<file path="src/rtl/gpio_int_pkg.sv">
// Shared types for the GPIO interrupt acknowledge controller.
package gpio_int_pkg;

  localparam int CODE_W = 7;

  typedef logic [CODE_W-1:0] int_code_t;

  typedef enum logic [1:0] {
    IDLE,
    ACK,
    WAIT_REL
  } ack_state_e;

endpackage

</file>
<file path="src/rtl/gpio_int_ack_ctrl_if.sv">
// INTR/INT_CODE/INTA_N handshake plus the host-side code stream.
// Signal suffixes are from the acknowledge controller's point of view.
interface gpio_int_ack_ctrl_if;
  import gpio_int_pkg::*;

  logic      intr_i;
  int_code_t int_code_i;
  logic      inta_n_o;
  int_code_t code_data_o;
  logic      code_valid_o;
  logic      code_ready_i;

  // Interrupt controller and host side
  modport master (
    output intr_i, int_code_i, code_ready_i,
    input  inta_n_o, code_data_o, code_valid_o
  );

  // Acknowledge controller side
  modport slave (
    input  intr_i, int_code_i, code_ready_i,
    output inta_n_o, code_data_o, code_valid_o
  );

endinterface

</file>
<file path="src/rtl/gpio_int_code_fifo.sv">
// Single-clock code FIFO. The head is read from registered storage, so a
// push into an empty FIFO becomes visible the cycle after the push.
module gpio_int_code_fifo #(
  parameter int DEPTH = 8,
  parameter int WIDTH = 7
) (
  input  logic                     clk_50m,
  input  logic                     rst_50m,
  input  logic                     push_i,
  input  logic [WIDTH-1:0]         push_data_i,
  input  logic                     pop_i,
  output logic [WIDTH-1:0]         data_o,
  output logic                     valid_o,
  output logic [$clog2(DEPTH):0]   level_o
);

  localparam int AW = $clog2(DEPTH);
  localparam int LW = AW + 1;
  localparam logic [LW-1:0] LVL_FULL = LW'(DEPTH);

  logic [WIDTH-1:0] mem_q [DEPTH];
  logic [AW-1:0]    wr_ptr_q, wr_ptr_d;
  logic [AW-1:0]    rd_ptr_q, rd_ptr_d;
  logic [LW-1:0]    level_q, level_d;
  logic             push_ok, pop_ok;

  // A pop on an empty FIFO is dropped; a push is only dropped if full.
  assign pop_ok  = pop_i && (level_q != '0);
  assign push_ok = push_i && (level_q != LVL_FULL);

  // Pointer and occupancy next-state
  always_comb begin
    wr_ptr_d = wr_ptr_q;
    rd_ptr_d = rd_ptr_q;
    level_d  = level_q;
    if (push_ok) wr_ptr_d = wr_ptr_q + 1'b1;
    if (pop_ok)  rd_ptr_d = rd_ptr_q + 1'b1;
    if (push_ok && !pop_ok)      level_d = level_q + 1'b1;
    else if (pop_ok && !push_ok) level_d = level_q - 1'b1;
  end

  // Pointer and occupancy registers
  always_ff @(posedge clk_50m or posedge rst_50m) begin
    if (rst_50m) begin
      wr_ptr_q <= '0;
      rd_ptr_q <= '0;
      level_q  <= '0;
    end else begin
      wr_ptr_q <= wr_ptr_d;
      rd_ptr_q <= rd_ptr_d;
      level_q  <= level_d;
    end
  end

  // Storage array; contents are don't-care until written
  always_ff @(posedge clk_50m) begin
    if (push_ok) mem_q[wr_ptr_q] <= push_data_i;
  end

  assign valid_o = (level_q != '0);
  assign data_o  = valid_o ? mem_q[rd_ptr_q] : '0;
  assign level_o = level_q;

endmodule

</file>
<file path="src/rtl/gpio_int_ack_ctrl.sv">
// Acknowledge side of the GPIO interrupt handshake: synchronises INTR,
// drives the INTA_N pulse, captures the code and queues it for the host.
module gpio_int_ack_ctrl
  import gpio_int_pkg::*;
#(
  parameter int FIFO_DEPTH  = 8,
  parameter int SYNC_STAGES = 2,
  parameter int ACK_CYCLES  = 4,
  parameter int SAMPLE_CYC  = 2,
  parameter int REL_TIMEOUT = 64
) (
  input  logic                         clk_50m,
  input  logic                         rst_50m,
  gpio_int_ack_ctrl_if.slave           bus,
  input  logic                         clr_err_i,
  output logic [$clog2(FIFO_DEPTH):0]  fifo_level_o,
  output logic [15:0]                  ack_cnt_o,
  output logic                         timeout_err_o,
  output logic                         busy_o
);

  // state    | meaning
  // IDLE     | waiting for synchronised INTR and free FIFO space
  // ACK      | INTA_N low, counting ACK_CYCLES, code sampled at SAMPLE_CYC
  // WAIT_REL | INTA_N high again, waiting for INTR to drop or timeout

  localparam int LVL_W = $clog2(FIFO_DEPTH) + 1;
  localparam int CNT_W = $clog2(ACK_CYCLES);
  localparam int TMR_W = $clog2(REL_TIMEOUT + 1);
  localparam logic [CNT_W-1:0] SAMPLE_IDX = CNT_W'(SAMPLE_CYC);
  localparam logic [CNT_W-1:0] LAST_IDX   = CNT_W'(ACK_CYCLES - 1);
  localparam logic [TMR_W-1:0] TMR_LAST   = TMR_W'(REL_TIMEOUT - 1);
  localparam logic [LVL_W-1:0] LVL_FULL   = LVL_W'(FIFO_DEPTH);

  logic [SYNC_STAGES-1:0] sync_q;
  logic                   intr_s;

  ack_state_e        state_q, state_d;
  logic [CNT_W-1:0]  cnt_q, cnt_d;
  logic [TMR_W-1:0]  tmr_q, tmr_d;
  int_code_t         code_q, code_d;
  logic              inta_n_q, inta_n_d;
  logic [15:0]       ack_cnt_q, ack_cnt_d;
  logic              err_q;

  logic              push;
  int_code_t         push_data;
  logic              set_err;
  logic [LVL_W-1:0]  fifo_level;

  // INTR may be asynchronous to clk_50m
  always_ff @(posedge clk_50m or posedge rst_50m) begin
    if (rst_50m) sync_q <= '0;
    else         sync_q <= {sync_q[SYNC_STAGES-2:0], bus.intr_i};
  end

  assign intr_s = sync_q[SYNC_STAGES-1];

  // Handshake sequencing: next state, counters and datapath strobes
  always_comb begin
    state_d   = state_q;
    cnt_d     = cnt_q;
    tmr_d     = tmr_q;
    code_d    = code_q;
    inta_n_d  = inta_n_q;
    ack_cnt_d = ack_cnt_q;
    push      = 1'b0;
    push_data = code_q;
    set_err   = 1'b0;
    case (state_q)
      IDLE: begin
        // A full FIFO holds off the acknowledge; the controller keeps INTR up.
        if (intr_s && (fifo_level != LVL_FULL)) begin
          state_d  = ACK;
          cnt_d    = '0;
          inta_n_d = 1'b0;
        end
      end
      ACK: begin
        cnt_d = cnt_q + 1'b1;
        if (cnt_q == SAMPLE_IDX) code_d = bus.int_code_i;
        if (cnt_q == LAST_IDX) begin
          push      = 1'b1;
          // Sampling on the last ACK cycle must bypass the capture register.
          push_data = (cnt_q == SAMPLE_IDX) ? bus.int_code_i : code_q;
          ack_cnt_d = ack_cnt_q + 16'd1;
          inta_n_d  = 1'b1;
          tmr_d     = '0;
          state_d   = WAIT_REL;
        end
      end
      WAIT_REL: begin
        if (!intr_s) begin
          state_d = IDLE;
        end else if (tmr_q == TMR_LAST) begin
          // Treat a stuck-high INTR as a fresh request after flagging it.
          set_err = 1'b1;
          state_d = IDLE;
        end else begin
          tmr_d = tmr_q + 1'b1;
        end
      end
      default: state_d = IDLE;
    endcase
  end

  // FSM and handshake registers; reset releases INTA_N immediately
  always_ff @(posedge clk_50m or posedge rst_50m) begin
    if (rst_50m) begin
      state_q   <= IDLE;
      cnt_q     <= '0;
      tmr_q     <= '0;
      code_q    <= '0;
      inta_n_q  <= 1'b1;
      ack_cnt_q <= '0;
    end else begin
      state_q   <= state_d;
      cnt_q     <= cnt_d;
      tmr_q     <= tmr_d;
      code_q    <= code_d;
      inta_n_q  <= inta_n_d;
      ack_cnt_q <= ack_cnt_d;
    end
  end

  // Sticky timeout flag; a new timeout wins over a simultaneous clear
  always_ff @(posedge clk_50m or posedge rst_50m) begin
    if (rst_50m)        err_q <= 1'b0;
    else if (set_err)   err_q <= 1'b1;
    else if (clr_err_i) err_q <= 1'b0;
  end

  gpio_int_code_fifo #(
    .DEPTH (FIFO_DEPTH),
    .WIDTH (CODE_W)
  ) u_fifo (
    .clk_50m     (clk_50m),
    .rst_50m     (rst_50m),
    .push_i      (push),
    .push_data_i (push_data),
    .pop_i       (bus.code_ready_i),
    .data_o      (bus.code_data_o),
    .valid_o     (bus.code_valid_o),
    .level_o     (fifo_level)
  );

  assign bus.inta_n_o  = inta_n_q;
  assign fifo_level_o  = fifo_level;
  assign ack_cnt_o     = ack_cnt_q;
  assign timeout_err_o = err_q;
  assign busy_o        = (state_q != IDLE);

endmodule
</file>
<file path="src/flat_wrapper.sv">
// flat-port wrapper written by rule: the top's interface ports become plain ports
module gpio_int_ack_ctrl_flat import gpio_int_pkg::*;
#(
  parameter int FIFO_DEPTH  = 8,
  parameter int SYNC_STAGES = 2,
  parameter int ACK_CYCLES  = 4,
  parameter int SAMPLE_CYC  = 2,
  parameter int REL_TIMEOUT = 64
)
  (clk_50m, rst_50m, clr_err_i, fifo_level_o, ack_cnt_o, timeout_err_o, busy_o, bus_intr_i, bus_int_code_i, bus_code_ready_i, bus_inta_n_o, bus_code_data_o, bus_code_valid_o);
  gpio_int_ack_ctrl_if bus_i ();
  input  logic clk_50m;
  input  logic rst_50m;
  input  logic clr_err_i;
  output logic [$clog2(FIFO_DEPTH):0] fifo_level_o;
  output logic [15:0] ack_cnt_o;
  output logic timeout_err_o;
  output logic busy_o;
  input wire logic [$bits(bus_i.intr_i)-1:0] bus_intr_i;
  input wire logic [$bits(bus_i.int_code_i)-1:0] bus_int_code_i;
  input wire logic [$bits(bus_i.code_ready_i)-1:0] bus_code_ready_i;
  output wire logic [$bits(bus_i.inta_n_o)-1:0] bus_inta_n_o;
  output wire logic [$bits(bus_i.code_data_o)-1:0] bus_code_data_o;
  output wire logic [$bits(bus_i.code_valid_o)-1:0] bus_code_valid_o;
  assign bus_i.intr_i = bus_intr_i;
  assign bus_i.int_code_i = bus_int_code_i;
  assign bus_i.code_ready_i = bus_code_ready_i;
  assign bus_inta_n_o = bus_i.inta_n_o;
  assign bus_code_data_o = bus_i.code_data_o;
  assign bus_code_valid_o = bus_i.code_valid_o;
  gpio_int_ack_ctrl #(.FIFO_DEPTH(FIFO_DEPTH), .SYNC_STAGES(SYNC_STAGES), .ACK_CYCLES(ACK_CYCLES), .SAMPLE_CYC(SAMPLE_CYC), .REL_TIMEOUT(REL_TIMEOUT)) u_core (.clk_50m(clk_50m), .rst_50m(rst_50m), .bus(bus_i), .clr_err_i(clr_err_i), .fifo_level_o(fifo_level_o), .ack_cnt_o(ack_cnt_o), .timeout_err_o(timeout_err_o), .busy_o(busy_o));
endmodule
</file>
<file path="config.mk">
export PLATFORM = sky130hd
export DESIGN_NAME = gpio_int_ack_ctrl_flat
export DESIGN_NICKNAME = d
export VERILOG_FILES = /design/src/rtl/gpio_int_pkg.sv /design/src/rtl/gpio_int_ack_ctrl_if.sv /design/src/rtl/gpio_int_code_fifo.sv /design/src/rtl/gpio_int_ack_ctrl.sv /design/src/flat_wrapper.sv
export SDC_FILE = /design/constraint.sdc
export NUM_CORES = 1
export LEC_CHECK = 0
export BUFFER_PORTS_ARGS = -buffer_cell sky130_fd_sc_hd__buf_2
export CORE_MARGIN = 2
export CORE_UTILIZATION = 55
export DETAILED_ROUTE_END_ITERATION = 16
export GPL_TIMING_DRIVEN = 0
export PLACE_DENSITY_LB_ADDON = 0.05
export SETUP_SLACK_MARGIN = 0.3
export SKIP_LAST_GASP = 1
export SLEW_MARGIN = 40
export SYNTH_ARGS = -nofsm -noshare
export SYNTH_HDL_FRONTEND = slang
export SYNTH_SLANG_ARGS = --single-unit
</file>
<file path="constraint.sdc">
create_clock -name clk_50m -period 6.01 [get_ports clk_50m]
set_input_delay 0 -clock clk_50m [delete_from_list [all_inputs] [get_ports clk_50m]]
set_output_delay 0 -clock clk_50m [all_outputs]
set_load 0.03 [all_outputs]
</file>
==> flow_metrics.env <==
export IMPL_post_dp_cell_area_mm2=0.00491
export IMPL_dp_cells=444
export IMPL_cts_buffer_depth=2
export IMPL_firstDrtPassIters=4
export IMPL_track_usage=0.184
export IMPL_synth_xor_area_frac=0.0446
export IMPL_drt_initial_drc_count=58
export IMPL_grt_pass1_wl_um=12300
export IMPL_totalWireLength_um=7230
export IMPL_synthMuxAreaShare=0.130
export IMPL_ys_flop_type="edfxtp_1"
export IMPL_seqCellArea_mm2=0.00288
export IMPL_dp_hpwl_um=5180
export IMPL_clkSinkCount=104
export IMPL_synth_fp_nets=317
export IMPL_antenna_found_initial=0
export IMPL_fin_cells=471
export IMPL_htree_levels=3
export IMPL_numCtsBuffers=9
export IMPL_place_congestion=0.731
export IMPL_synth_fa_ha_area_frac=0.0293
export IMPL_cts_clk_slew_worst_paths_ns=0.11
export IMPL_io_pins=43
export IMPL_p_leak_nw=2.12
export IMPL_fmax_mhz=342
export IMPL_r2r_cells=9
export IMPL_core_mm2=0.00809
export IMPL_insertion_delay_ns=0.36
export IMPL_synthSimpleGateAreaFrac=0.108
export IMPL_crit_path_start_kind="flop"
export IMPL_synth_compound_area_frac=0.0343
export IMPL_layout_drive_gt1_share=0.306
export IMPL_vdd_ir_drop_max_mv=0.241
export IMPL_relSlewSlack=0.550
export IMPL_ys_ff_latch=104
export IMPL_post_cts_setup_buffers=0
export IMPL_start_util=0.558
export IMPL_final_area_mm2=0.00521
export IMPL_synth_seq_area_share=0.638
export IMPL_timing_rr_end="u_core.u_fifo.level_o[3]"
export IMPL_die_y_um=94.6
export IMPL_multi_input_area_mm2=0.00159
export IMPL_reg2reg_slack_ns=3.09
export IMPL_ys_warn_count=0
export IMPL_post_drt_wl_per_cell_um=15.4
export IMPL_setup_violations=0
export IMPL_maxCapViolCount=0
export IMPL_fin_tns_setup_ns=0
export IMPL_skew_ns=0.0152
export IMPL_grt_max_degree=32
export IMPL_power_mw=2.35
export IMPL_grt_remaining_overflow=0
export IMPL_outcome="completed"
export IMPL_crit_type="reg2reg"
export IMPL_antenna_left=0
export IMPL_cts_tree="yes"
export IMPL_netlist_instances=295
export IMPL_dieArea_mm2=0.00896
export IMPL_root_buffer="clkbuf_8"
export IMPL_die_w_um=94.6
export IMPL_fillers=648
export IMPL_path_max_fanout=7
export IMPL_area_growth_synth_to_final_pct=15.2
export IMPL_critPathArrivalTime_ns=3.16
export IMPL_crit_required_ns=6.24
export IMPL_fin_crit_ns=2.92
export IMPL_viasPerCell=5.29
export IMPL_r2r_start="u_core.u_fifo.level_o[1]"
export IMPL_period_share=0.486
export IMPL_ys_types=49
export IMPL_synth_edf_count=56
export IMPL_syn_area_mm2=0.00452
export IMPL_synth_top_family_by_area="multiplexers"
export IMPL_worst_slew_pin_slew_ns=0.673
export IMPL_drcViolationCount=0
export IMPL_slew_viol_final=0
export IMPL_num_vias=2491
export IMPL_end_kind="flop"
export IMPL_hold_viol_final=0
export IMPL_nets=383
export IMPL_io_buffer_count=42
export IMPL_rsz0062_at_grt="no"
export IMPL_async_reset_ff_frac=0.462
export IMPL_pwr_density_cell_mw_per_mm2=451
export IMPL_whs_ns=0.0909
export IMPL_antenna_cells=0
export IMPL_row_count=33
export IMPL_min_path_type="in2async"
export IMPL_grt_pass1_vias=2532
export IMPL_syn_avg_cell_area_um2=15.3
## worst max-delay path by stage
stage                                     to                startpoint  cells past startpoint
detailed placement  u_core.u_fifo.level_o[3]  u_core.u_fifo.level_o[0]                      9
floorplan           u_core.u_fifo.level_o[3]  u_core.u_fifo.level_o[1]                      9
global placement    u_core.u_fifo.level_o[3]  u_core.u_fifo.level_o[1]                      9
finish              u_core.u_fifo.level_o[3]  u_core.u_fifo.level_o[1]                      9
global route        u_core.u_fifo.level_o[3]  u_core.u_fifo.level_o[0]                      9
CTS                 u_core.u_fifo.level_o[3]  u_core.u_fifo.level_o[0]                      9
## routing by layer
layer | GRT usage | routed length (µm) | up-vias
met2 | 0.287 | 3440 | 40
met1 | 0.258 | 3450 | 1220
met5 | 0 | 0 | -
met4 | 0.0797 | 111 | 0
li1 | - | - | 1224
met3 | 0.0303 | 232 | 7
## what timing repair did
action,4_1_cts,5_1_grt
setup endpoints to repair,0,0
hold buffers,11,0
resized for setup,0,0
hold endpoints to repair,58,0
## kinds of logic (layout without fill, tap and decap cells)
group	after synthesis	in the layout
AOI/OAI and AO/OA	21	21
xor gates and xnor gates	23	23
adders and majority gates	10	10
buffers and inverters	17	88
DFF	104	104
muxes	39	39
and+or+nand+nor	81	81
## critical path, cell delays in order, from the launching register on
cell	delay, ns
dfrtp_1	0.48
or4b_4	0.61
nand2_4	0.15
inv_1	0.10
ha_1	0.25
inv_1	0.17
ha_1	0.26
a21o_1	0.21
a2111oi_0	0.44
o31ai_1	0.14
## state kept, by name (all words and copies together), names as in the netlist
register	cells
u_core.u_fifo.mem_q	56
u_core.ack_cnt_o	16
u_core.code_q	7
u_core.tmr_q	7
u_core.u_fifo.level_o	4
u_core.u_fifo.rd_ptr_q	3
u_core.u_fifo.wr_ptr_q	3
u_core.cnt_q	2
u_core.state_q	2
u_core.sync_q	2
u_core.bus.inta_n_o	1
u_core.timeout_err_o	1
## where the power goes
part | switching [mW] | internal, mW | total, mW
logic | 0.521 | 0.378 | 0.898
clock network | 0.248 | 0.159 | 0.407
registers | 0.110 | 0.933 | 1.04
total | 0.878 | 1.47 | 2.35
## final cells by class
| cell class | count | share of cell area |
|---|---|---|
| timing repair buffer | 55 | 0.0663 |
| inverter | 10 | 0.00769 |
| multi-input combinational | 174 | 0.305 |
| buffer | 7 | 0.00649 |
| clock buffer | 9 | 0.0238 |
| tap | 105 | 0.0252 |
| clock inverter | 7 | 0.0113 |
| sequential | 104 | 0.554 |
## layout by cell type, fill, tap and decap left out, types with 11 or more instances in the layout
cell,Yosys,layout
dlygate4sd3_1,0,11
buf_2,3,46
nand2_1,22,22
dfrtp_1,47,47
mux4_2,14,14
edfxtp_1,56,56
xnor2_1,16,16
nor2_1,12,12
nand3_1,11,11
mux2_2,16,16
## per-stage QoR
| stage | utilization | setup slack (ns) |
|---|---|---|
| finish | 0.643 | 3.09 |
| global route | 0.643 | 2.85 |
| CTS | 0.643 | 3.09 |
| detailed placement | 0.607 | 3.11 |
| global placement | 0.601 | 3.18 |
| floorplan | - | 3.18 |
## cells in the mapped netlist (8+ instances only)
master	count	area, µm²
ha_1	9	113
mux4_2	14	315
xnor2_1	16	140
edfxtp_1	56	1680
nand2_1	22	82.6
mux2i_1	9	90.1
nand3_1	11	55.1
nor2_1	12	45.0
inv_1	10	37.5
dfrtp_1	47	1180
mux2_2	16	180
o21ai_0	8	40.0
(Power assumes the default switching activity.)
